<file path="src/rtl/phoenix_vc_buffer.sv">
// Multi-lane router input buffer: NUM_VC circular FIFOs sharing one link, each
// with a request/send FSM that counts packet length from the size flit.
module phoenix_vc_buffer #(
  parameter int FLIT_W = 16,
  parameter int DEPTH  = 8,
  parameter int NUM_VC = 2,
  localparam int LW    = (NUM_VC > 1) ? $clog2(NUM_VC) : 1
) (
  input  logic                     clock,
  input  logic                     reset,
  input  logic                     rx,
  input  logic [LW-1:0]            lane_in,
  input  logic [FLIT_W-1:0]        data_in,
  output logic [NUM_VC-1:0]        credit_o,
  output logic [NUM_VC-1:0]        h,
  input  logic [NUM_VC-1:0]        ack_h,
  output logic [NUM_VC-1:0]        data_av,
  input  logic [NUM_VC-1:0]        data_ack,
  output logic [NUM_VC-1:0]        sender,
  output logic [NUM_VC*FLIT_W-1:0] data,
  output logic [NUM_VC-1:0]        ovf
);

  localparam int PW = $clog2(DEPTH);
  localparam logic [PW:0] FULL_CNT = (PW+1)'(DEPTH);

  localparam logic [0:0] REQ_ROUTING = 1'b0;
  localparam logic [0:0] SEND_DATA   = 1'b1;

  localparam logic [1:0] IDX_HEADER  = 2'd0;
  localparam logic [1:0] IDX_SIZE    = 2'd1;
  localparam logic [1:0] IDX_PAYLOAD = 2'd2;

  for (genvar v = 0; v < NUM_VC; v++) begin : g_lane
    logic [FLIT_W-1:0] mem [DEPTH];
    logic [PW-1:0]     rd_ptr;
    logic [PW-1:0]     wr_ptr;
    logic [PW:0]       count;
    logic [0:0]        state;
    logic [1:0]        flit_idx;
    logic [FLIT_W-1:0] remaining;
    logic              ovf_q;

    logic              empty;
    logic              full;
    logic              hit;
    logic              pop;
    logic              push;
    logic              drop;
    logic [FLIT_W-1:0] head;
    logic              pkt_done;

    assign empty = (count == '0);
    assign full  = (count == FULL_CNT);
    assign head  = mem[rd_ptr];

    // Lane indices that match no generated lane are silently ignored.
    assign hit  = rx && (lane_in == LW'(v));
    assign pop  = data_ack[v] && data_av[v];
    assign push = hit && (!full || pop);
    assign drop = hit && full && !pop;

    assign h[v]        = (state == REQ_ROUTING) && !empty;
    assign data_av[v]  = (state == SEND_DATA) && !empty;
    assign sender[v]   = (state == SEND_DATA);
    assign credit_o[v] = !full || pop;
    assign ovf[v]      = ovf_q;
    assign data[v*FLIT_W +: FLIT_W] = empty ? '0 : head;

    always_comb begin
      pkt_done = 1'b0;
      if (pop) begin
        case (flit_idx)
          IDX_SIZE:    pkt_done = (head == '0);
          IDX_PAYLOAD: pkt_done = (remaining == FLIT_W'(1));
          default:     pkt_done = 1'b0;
        endcase
      end
    end

    // Storage is deliberately left unreset; only pointers and counts define validity.
    always_ff @(posedge clock) begin
      if (push) begin
        mem[wr_ptr] <= data_in;
      end
    end

    always_ff @(posedge clock) begin
      if (reset) begin
        rd_ptr <= '0;
        wr_ptr <= '0;
        count  <= '0;
        ovf_q  <= 1'b0;
      end else begin
        if (push) begin
          wr_ptr <= wr_ptr + 1'b1;
        end
        if (pop) begin
          rd_ptr <= rd_ptr + 1'b1;
        end
        if (push && !pop) begin
          count <= count + 1'b1;
        end else if (pop && !push) begin
          count <= count - 1'b1;
        end
        if (drop) begin
          ovf_q <= 1'b1;
        end
      end
    end

    always_ff @(posedge clock) begin
      if (reset) begin
        state     <= REQ_ROUTING;
        flit_idx  <= IDX_HEADER;
        remaining <= '0;
      end else begin
        case (state)
          REQ_ROUTING: begin
            if (ack_h[v]) begin
              state     <= SEND_DATA;
              flit_idx  <= IDX_HEADER;
              remaining <= '0;
            end
          end
          SEND_DATA: begin
            if (pop) begin
              case (flit_idx)
                IDX_HEADER: flit_idx <= IDX_SIZE;
                IDX_SIZE: begin
                  remaining <= head;
                  flit_idx  <= IDX_PAYLOAD;
                end
                default: remaining <= remaining - 1'b1;
              endcase
            end
            if (pkt_done) begin
              state <= REQ_ROUTING;
            end
          end
          default: state <= REQ_ROUTING;
        endcase
      end
    end
  end

endmodule

</file>
<file path="config.mk">
export PLATFORM = sky130hd
export DESIGN_NAME = phoenix_vc_buffer
export DESIGN_NICKNAME = d
export VERILOG_FILES = /design/src/rtl/phoenix_vc_buffer.sv
export SDC_FILE = /design/constraint.sdc
export NUM_CORES = 1
export LEC_CHECK = 0
export CORE_MARGIN = 4
export CORE_UTILIZATION = 40
export DETAILED_ROUTE_END_ITERATION = 10
export GPL_TIMING_DRIVEN = 0
export PLACE_DENSITY = 0.54
export SYNTH_ARGS = -nofsm -noshare
export SYNTH_HDL_FRONTEND = slang
export SYNTH_SLANG_ARGS = --single-unit
</file>
<file path="constraint.sdc">
create_clock -name clock -period 5.4 [get_ports clock]
set_input_delay 0.81 -clock clock [delete_from_list [all_inputs] [get_ports clock]]
set_output_delay 0.81 -clock clock [all_outputs]
set_load 0.02 [all_outputs]
</file>
Word-level counts from Yosys, hierarchy flattened

Memory sizes are Yosys's and may differ from the RTL's. A register that Yosys moved wholly into a read port is not among the register bits.
Cells that the tools add are included.

Flip-flop bits (word level): 60
RAM bits: 256
Input port bits: 24
Output and inout port bits: 42
Logic and storage cells: 125
Memories: 2

Memory list:

| memory        | depth | width | read ports | clocked after Yosys merged registers in | write ports | RTL line | RTL |
|---|---|---|---|---|---|---|---|
| g_lane[0].mem | 8     | 16    | 1          | 1                                       | 1           | 35       | `logic [FLIT_W-1:0] mem [DEPTH];` |
| g_lane[1].mem | 8     | 16    | 1          | 1                                       | 1           | 35       |  |

$add $sub $neg: 10
Equal/unequal tests: 16
Mux-type cells: 40
Bitwise logic cells: 3
Reduce and logical (&&, ||, !) cells: 40

Operators by type and width:

| operator              | number |
|---|---|
| $pmux 16 s2           | 4 |
| $mux 16               | 6 |
| $eq 16x1->1 const B   | 2 |
| $logic_not 16->1      | 2 |
| $sub 16x1->16 const B | 2 |
| $logic_and 1x1->1     | 18 |
| $mux 4                | 4 |
| $pmux 2 s2            | 4 |
| $add 3x1->3 const B   | 4 |
| $mux 3                | 4 |
| $reduce_and 3->1      | 4 |
| $mux 1                | 10 |
| $add 4x1->4 const B   | 2 |
| $eq 4x4->1 const B    | 2 |
| $logic_not 1->1       | 8 |
| $logic_not 4->1       | 2 |
| $mux 2                | 4 |
| $ne 2x2->1 const B    | 4 |
| $pmux 1 s2            | 4 |
| $sub 4x1->4 const B   | 2 |
| $ne 3x1->1 const B    | 2 |
| $eq 2x1->1 const B    | 2 |
| $eq 2x2->1 const B    | 2 |
| $logic_not 2->1       | 2 |
| other kinds (4)       | 9 |

Logic depth before layout (Yosys ltp)

Word-level depth: 10
Gate-level depth with buffers: 13
Gate-level depth less buffers: 12

Worst setup path after synthesis

OpenSTA, ideal clock, no wires.

Kind: in2reg
Start: in data_ack[1]
End: mem g_lane[1].mem[2][0], enable pin
Library setup time: 436 ps
Arrival time: 3,145 ps
Data required time: 4,964 ps
Slack: 1,819 ps
Stages: 4
Path buffers: 0
Cell sequence: nand2_1 nand3_1 nand3_1 nor4b_1

Longest elaborated chain between the ends: 5

Ends and longest elaborated chain:

| element                      | RTL line | RTL |
|---|---|---|
| from (decl)                  | 18       | `input logic [NUM_VC-1:0] data_ack,` |
| $logic_and 1x1->1            | 59       | `assign pop = data_ack[v] && data_av[v];` |
| $logic_or 1x1->1             | -        |  |
| named net credit_o[1]        | 14       | `output logic [NUM_VC-1:0] credit_o,` |
| $logic_and 1x1->1            | 60       | `assign push = hit && (!full \|\| pop);` |
| $mux 1                       | 83       | `if (push) begin` |
| $mux 1 (not written as such) | 84       | `mem[wr_ptr] <= data_in;` |
| to (decl)                    | 35       |  |

The timed path passes the listed nets, and every way through them passes these cells.

==> impl_metrics.ini <==
[grt]
grt_overflow_total = 0
grt_pass1_vias = 8155
grt_pass1_wl_um = 50100
grt_max_degree = 17
antenna_found_initial = 0
grt.total_usage_pct = 17.8

[cells_and_area]
area_growth_pct = 20.3
fill_cells = 2921
n_antenna_cell = 0
drive_gt1_share_pct = 17.7
fin_nets = 1102

[synthesis]
synth_nets = 975
post-synth-top-area-cell = edfxtp_1
ys_ff_latch = 322
synth_async_sr_flop_share_pct = 0
synth_top_family_by_area = multiplexers
synth_top_area_share_pct = 56.6
synth.most_common_cell = edfxtp_1
yosys_warnings = 0
synth_compound_area_share_pct = 5.88
synth_edf_count = 256
ys_seq_area_share_pct = 66.3
synthMuxAreaShare_pct = 13.2
synthCells = 929
netlist_area_mm2 = 0.0136
synth_simple_gate_area_share_pct = 8.98
synth.area.top_cells = edfxtp_1, mux4_2, dfxtp_1
synthAdderAreaFrac_pct = 2.14
synth_xor_area_share_pct = 1.10
synth.distinct_cells = 59
syn-mean-instance-area_um2 = 14.6
ys.flop_type = edfxtp_1
synth_common_cells = edfxtp_1, nor2_1, dfxtp_1

[critical_path]
cp.depth = 6
critPathMaxStageDelay_ns = 0.57
path_cells = clkbuf_1 > buf_2 > mux4_2 > mux2i_1 > nor2_1 > clkdlybuf4s50_1
critPathSlowestCell = clkbuf_1
critical_path_arrival_ns = 3.47
rr_worst_depth = 12
path_buf_inv = 3
reg2reg_to = g_lane[0].count[3]
cp-endpoint = data[4]
rrSetupSlack_ns = 2.17
worst_setup_path_end_kind = output port
r2r_start = g_lane[0].count[3]
cp_max_fo = 10
crit_family = buffers and inverters
start_kind = register
worstPathRequired_ns = 4.59
path_class = register to output port

[job]
maxCapViolations = 0

[floorplan]
num_rows = 67
die_w_um = 192
dieArea_mm2 = 0.0370
ios = 66
start_util_pct = 40.5
coreArea_mm2 = 0.0335
die_h_um = 192

[clock_network]
ctsResizeCount = 0
cts.path.max_buffers = 3
cts_tree = done
clk-insertion-delay-late_ns = 0.51
cts_made_buffers = 36
cts.clk_slew.worst_paths_ns = 0.06
cts_hold_buf = 0
clock-root-buffer = clkbuf_16
h-tree-depth = 2
clock_sinks = 322
post_cts_buffers = 0

[sta]
rsz0062_at_grt = no
hold_viol = 0
slew_headroom_pct = 33.3
drv_slew = 0
final-setup-viol-count = 0
tightest_slew_ns = 0.996
clock_skew_ns = 0.0210
hold-worst-slack_ns = 0.470
min_period_ns = 4.28
clock.fmax_mhz = 234
min_period_over_period_pct = 79.2

[route]
ant_nets = 0
drtIter0Drc = 738
wl_per_cell_um = 21.3
wirelength_um = 32600
drc = 0
routed_via_density = 5.36
vias = 8210
drtPass1Iterations = 5

[placement]
io_buffers = 64
finalWeightedCongestion = 0.812
hpwl_um = 23000

[hold_path]
min_path_type = register to register

[power_and_ir_drop]
max-vdd-ir-drop_mv = 0.180
p_total_mw = 6.48
power.density_mw_per_mm2 = 397
p_leak_nw = 5.30

[outcome]
status = complete, no violations
[worst min-delay path, cell delays in order, from the launching register on]
cell     delay [ns]
dfxtp_1        0.32
nor2_1         0.05
nor2_1         0.06
[stage by stage]
step / area, µm² / TNS (ns) / std cells / util, % / worst slack, ns
3_3_place_gp: 14800 / -35.02 / 1441 / 44.1 / -0.654
5_1_grt: 16300 / 0 / 1531 / 48.7 / 0.924
2_1_floorplan: 13600 / 0 / 929 / - / 1.82
4_1_cts: 16300 / 0 / 1531 / 48.7 / 1.09
6_report: 16300 / 0 / 1531 / 48.7 / 1.12
3_5_place_dp: 15100 / 0 / 1466 / 45.1 / 1.61
[cells in the final DEF, fill, tap and decap left out, types with 10 or more instances in the layout]
cell / instances
edfxtp_1: 256
nor2_1: 112
dfxtp_1: 66
mux4_2: 64
clkdlybuf4s50_1: 64
a21oi_1: 54
o21ai_0: 49
nand2_1: 48
clkbuf_16: 36
mux2i_1: 35
clkbuf_1: 31
nor3_1: 23
ha_1: 20
inv_1: 19
buf_4: 17
buf_2: 15
nor4_1: 13
buf_6: 11
xnor2_1: 10
[logic make-up after synthesis]
family                   count (synthesis)
buffers and inverters                   72
flip-flops                             322
adder cells (fa/ha/maj)                 22
AND/OR/NAND/NOR                        258
multiplexers                            99
XOR/XNOR                                17
AO/OA/AOI/OAI                          139
[cell type report]
type / instances / area, µm² / share of cell area, %
flip-flops and latches: 322 / 9010 / 55.1
inverters: 20 / 75.1 / 0.459
multi-input cells: 535 / 4330 / 26.5
clock inverters: 21 / 259 / 1.58
plain buffers: 52 / 251 / 1.54
repair buffers: 89 / 905 / 5.54
well taps: 448 / 561 / 3.43
clock buffers: 44 / 951 / 5.82
[worst min-delay path by stage]
stage | from | endpoint | cells after the start
6_report | g_lane[1].ovf_q | g_lane[1].ovf_q | 2
4_1_cts | g_lane[1].ovf_q | g_lane[1].ovf_q | 2
3_5_place_dp | g_lane[1].ovf_q | g_lane[1].ovf_q | 2
2_1_floorplan | g_lane[1].ovf_q | g_lane[1].ovf_q | 2
3_3_place_gp | g_lane[1].ovf_q | g_lane[1].ovf_q | 2
5_1_grt | g_lane[1].remaining[11] | g_lane[1].remaining[11] | 2
[layer usage]
layer / share of wire [%] / vias up / wire length [µm] / global-route usage (%)
met5: 0 / - / 0 / 0
met4: 1.8 / 0 / 597 / 4.14
met3: 4.6 / 43 / 1490 / 2.64
met2: 48 / 182 / 15600 / 28.6
met1: 46 / 4160 / 14900 / 26.0
li1: - / 3825 / - / -
[state kept, by name, indices dropped and copies added, names as in the netlist, named ones only]
signal            flops
g_lane.rd_ptr         6
g_lane.mem          256
g_lane.remaining     32
g_lane.ovf_q          2
g_lane.state          2
g_lane.wr_ptr         6
g_lane.flit_idx       4
g_lane.count          8
[power by group]
| part | switching (mW) | internal [mW] |
|---|---|---|
| clock | 0.983 | 1.50 |
| sequential | 0.0498 | 2.75 |
| combinational | 0.696 | 0.502 |
Note: power is estimated with default switching activity, not from simulation.
==> variant 1 (config.mk and constraints unchanged) <==
Register the input `rx` before use. The logic sees it one clock later. The other inputs are not delayed to match.
--- a/src/rtl/phoenix_vc_buffer.sv
+++ b/src/rtl/phoenix_vc_buffer.sv
@@ -32,4 +32,10 @@
   localparam logic [1:0] IDX_PAYLOAD = 2'd2;
 
+  logic rx_q;
+
+  always_ff @(posedge clock) begin
+    rx_q <= rx;
+  end
+
   for (genvar v = 0; v < NUM_VC; v++) begin : g_lane
     logic [FLIT_W-1:0] mem [DEPTH];
@@ -56,5 +62,5 @@
 
     // Lane indices that match no generated lane are silently ignored.
-    assign hit  = rx && (lane_in == LW'(v));
+    assign hit  = rx_q && (lane_in == LW'(v));
     assign pop  = data_ack[v] && data_av[v];
     assign push = hit && (!full || pop);
Check against the original RTL: not equivalent (a bounded check fails within 4 cycles, from zero or initial values and one cycle with reset high).
==> variant 1 against the original RTL <==
Non-clock buffer count decreased by 1; sequential cell count up 1; synthesized area grew 0.92%; wire length is essentially flat; total power down 2.3%; critical path depth rose by 1; worst setup slack better by 0.25 ns; final area rose by 0.15%; critical path type unchanged; largest cell class unchanged.
==> variant 1: results (changes against the original RTL) <==
run status completed (unchanged); met1 track demand over resource 25.6% (was 26.0%); worst setup path endpoint data[15] (was data[4]); nonclk inv count 18 (was 20); total global-route track usage 17.9% (was 17.8%); final worst slack 1.37 ns (was 1.12 ns); M1 WL 14700 µm (was 14900 µm); Post-Route Skew 0.0151 ns (was 0.0210 ns); worst-case register-to-register setup slack 2.27 ns (was 2.17 ns); static leakage 5.32 nW (was 5.30 nW); Via-to-Cell Ratio 5.43 (was 5.36); multi-input gates 546 (was 535); Adder-Cell Fraction of Synth Area 2.12% (was 2.14%); global-route wire length before repair 50200 µm (was 50100 µm); cell types with the highest counts after synthesis edfxtp_1 (256), nor2_1 (119), dfxtp_1 (67), mux4_2 (50) (was edfxtp_1 (256), nor2_1 (114), dfxtp_1 (66), mux4_2 (64), a21oi_1 (54)); slew at the pin closest to its max-slew limit 1.02 ns (was 0.996 ns); worst vdd ir 0.233 mV (was 0.180 mV); area fraction in compound gates after synthesis 5.96% (was 5.88%); antenna violations before repair 1 (was 0); non-clock buffer share of cell area 7.18% (was 7.07%); total cell area at the placement stage 0.0153 mm² (was 0.0151 mm²); Worst path slowest cell clkdlybuf4s50_1 (was clkbuf_1); drt initial violations 672 (was 738); mux contribution to synthesized area 13.5% (was 13.2%); global-route track usage on met3 3.01% (was 2.64%); core box area 0.0337 mm² (was 0.0335 mm²); worst flop-to-flop path startpoint g_lane[1].state (was g_lane[0].count[3]); share of the yosys chip area belonging to registers 65.9% (was 66.3%)
variant 1: changes by cell type after synthesis, sizes merged, moves of 3 or more:
cell and change:
a31oi -3, buf -6, nor2 +5, and3 -3, a21oi -6, clkbuf +4
a21boi -3, a211oi +4, nand3 +3, o31a +4, a22oi +4
variant 1: worst min-delay path by stage:
stage	startpoint	end	slack (ns)	depth (start not counted)
4_1_cts	g_lane[1].ovf_q	g_lane[1].ovf_q	0.48	2
2_1_floorplan	g_lane[1].ovf_q	g_lane[1].ovf_q	0.44	2
3_3_place_gp	g_lane[1].ovf_q	g_lane[1].ovf_q	0.46	2
5_1_grt	g_lane[0].remaining[11]	g_lane[0].remaining[11]	0.52	2
3_5_place_dp	g_lane[1].ovf_q	g_lane[1].ovf_q	0.47	2
6_report	g_lane[1].ovf_q	g_lane[1].ovf_q	0.47	2
variant 1: report_power, final:
group,internal [mW],switching [mW]
clock,1.38,0.937
combinational,0.503,0.712
sequential,2.76,0.0501
==> variant 2 (config.mk and constraints unchanged) <==
Made on the original files. `DEPTH`: 8 -> 4.
--- a/src/rtl/phoenix_vc_buffer.sv
+++ b/src/rtl/phoenix_vc_buffer.sv
@@ -3,5 +3,5 @@
 module phoenix_vc_buffer #(
   parameter int FLIT_W = 16,
-  parameter int DEPTH  = 8,
+  parameter int DEPTH  = 4,
   parameter int NUM_VC = 2,
   localparam int LW    = (NUM_VC > 1) ? $clog2(NUM_VC) : 1
Check against the original RTL: not equivalent (Yosys sat finds a counterexample within 10 cycles, from zero or initial values and one cycle with reset high).
==> variant 2 against the original RTL <==
Sequential cell count is 136 lower; via count fell by 32%; global-route usage down 0.15 points; worst setup slack better by 0.51 ns; final area shrank 40%; total power is 44% lower; wire length shrank 37%; synthesized cell count decreased by 29%; synthesized area shrank 39%; highest routed layer unchanged.
==> variant 2: results (changes against the original RTL) <==
met1 track demand over resource 24.6% (was 26.0%); headroom to the max-slew limit 39.6% (was 33.3%); share of the yosys chip area belonging to registers 60.2% (was 66.3%); run status completed (unchanged); worst flop-to-flop path startpoint g_lane[0].state (was g_lane[0].count[3]); Reg2Reg Capture Point g_lane[0].count[2] (was g_lane[0].count[3]); GP Congestion 0.856 (was 0.812); number of distinct library cell variants in the gate-level netlist after synthesis 57 (was 59); fraction of final layout cells sized beyond drive strength 1 10.3% (was 17.7%); detailed placement HPWL 14400 µm (was 23000 µm); latest clock arrival within the worst-skew pair 0.43 ns (was 0.51 ns); worst reg-to-reg path cell count 11 (was 12); Via-to-Cell Ratio 5.47 (was 5.36); pin count of the biggest net entering global routing 20 (was 17); clock buffer count from CTS 17 (was 36); Met2 Routed Length 10000 µm (was 15600 µm); static leakage 3.25 nW (was 5.30 nW); total global-route track usage 17.7% (was 17.8%); xor and xnor area share after synthesis 1.27% (was 1.10%); drt initial violations 414 (was 738); cell types with the highest counts after synthesis edfxtp_1 (128), nor2_1 (59), dfxtp_1 (58), nand2_1 (40), nor2b_1 (37) (was edfxtp_1 (256), nor2_1 (114), dfxtp_1 (66), mux4_2 (64), a21oi_1 (54)); dominant combinational cell family by area after synthesis simple AND/OR/NAND/NOR gates (was multiplexers); count of input and output buffers 65 (was 64); buffer levels on the longest clock path 2 (was 3); worst setup path endpoint data[9] (was data[4]); power of the clock network 1.22 mW (was 2.49 mW); number of flops mapped to enable cells by yosys 128 (was 256); met3 layer wire length in the routed design 784 µm (was 1490 µm); area fraction in compound gates after synthesis 9.23% (was 5.88%); largest registers g_lane.mem x128, g_lane.remaining x32, g_lane.count x6 (was g_lane.mem x256, g_lane.remaining x32, g_lane.count x8); Post-Route Skew 0.00974 ns (was 0.0210 ns); Worst path slowest cell clkdlybuf4s50_1 (was clkbuf_1); mux contribution to synthesized area 9.16% (was 13.2%); Detailed Route WL 20500 µm (was 32600 µm); met2 routing resource usage after global routing 29.2% (was 28.6%); fillers 1830 (was 2921); worst vdd ir 0.233 mV (was 0.180 mV); worst-case register-to-register setup slack 2.75 ns (was 2.17 ns); ranking of synthesized cells by area edfxtp_1 (46%), dfxtp_1 (14%), mux4_2 (8.7%) (was edfxtp_1 (57%), mux4_2 (11%), dfxtp_1 (9.7%))
variant 2: through the flow:
stage	power [mW]	worst slack, ns	hold slack [ns]
finish	3.62	1.64	0.474
global route	3.78	1.42	0.507
CTS	3.65	1.53	0.477
detailed placement	2.43	1.86	0.461
global placement	2.42	1.98	0.452
floorplan	2.11	2.56	0.438
variant 2: worst max-delay path, delay by kind of cell, from the launching register on:
kind                   cells  cell delay, ns
buffers and inverters      3            1.58
flip-flops                 1            0.32
multiplexers               1            0.43
AND/OR/NAND/NOR            1            0.18
variant 2: layout make-up:
cell class	count	area [µm²]	share of cell area (%)
Multi-Input combinational cell	412	3050	30.9
Clock buffer	17	425	4.31
Buffer	40	174	1.76
Sequential cell	186	5000	50.7
Clock inverter	14	153	1.55
Timing Repair Buffer	65	651	6.59
Inverter	20	75.1	0.760
Tap cell	270	338	3.42
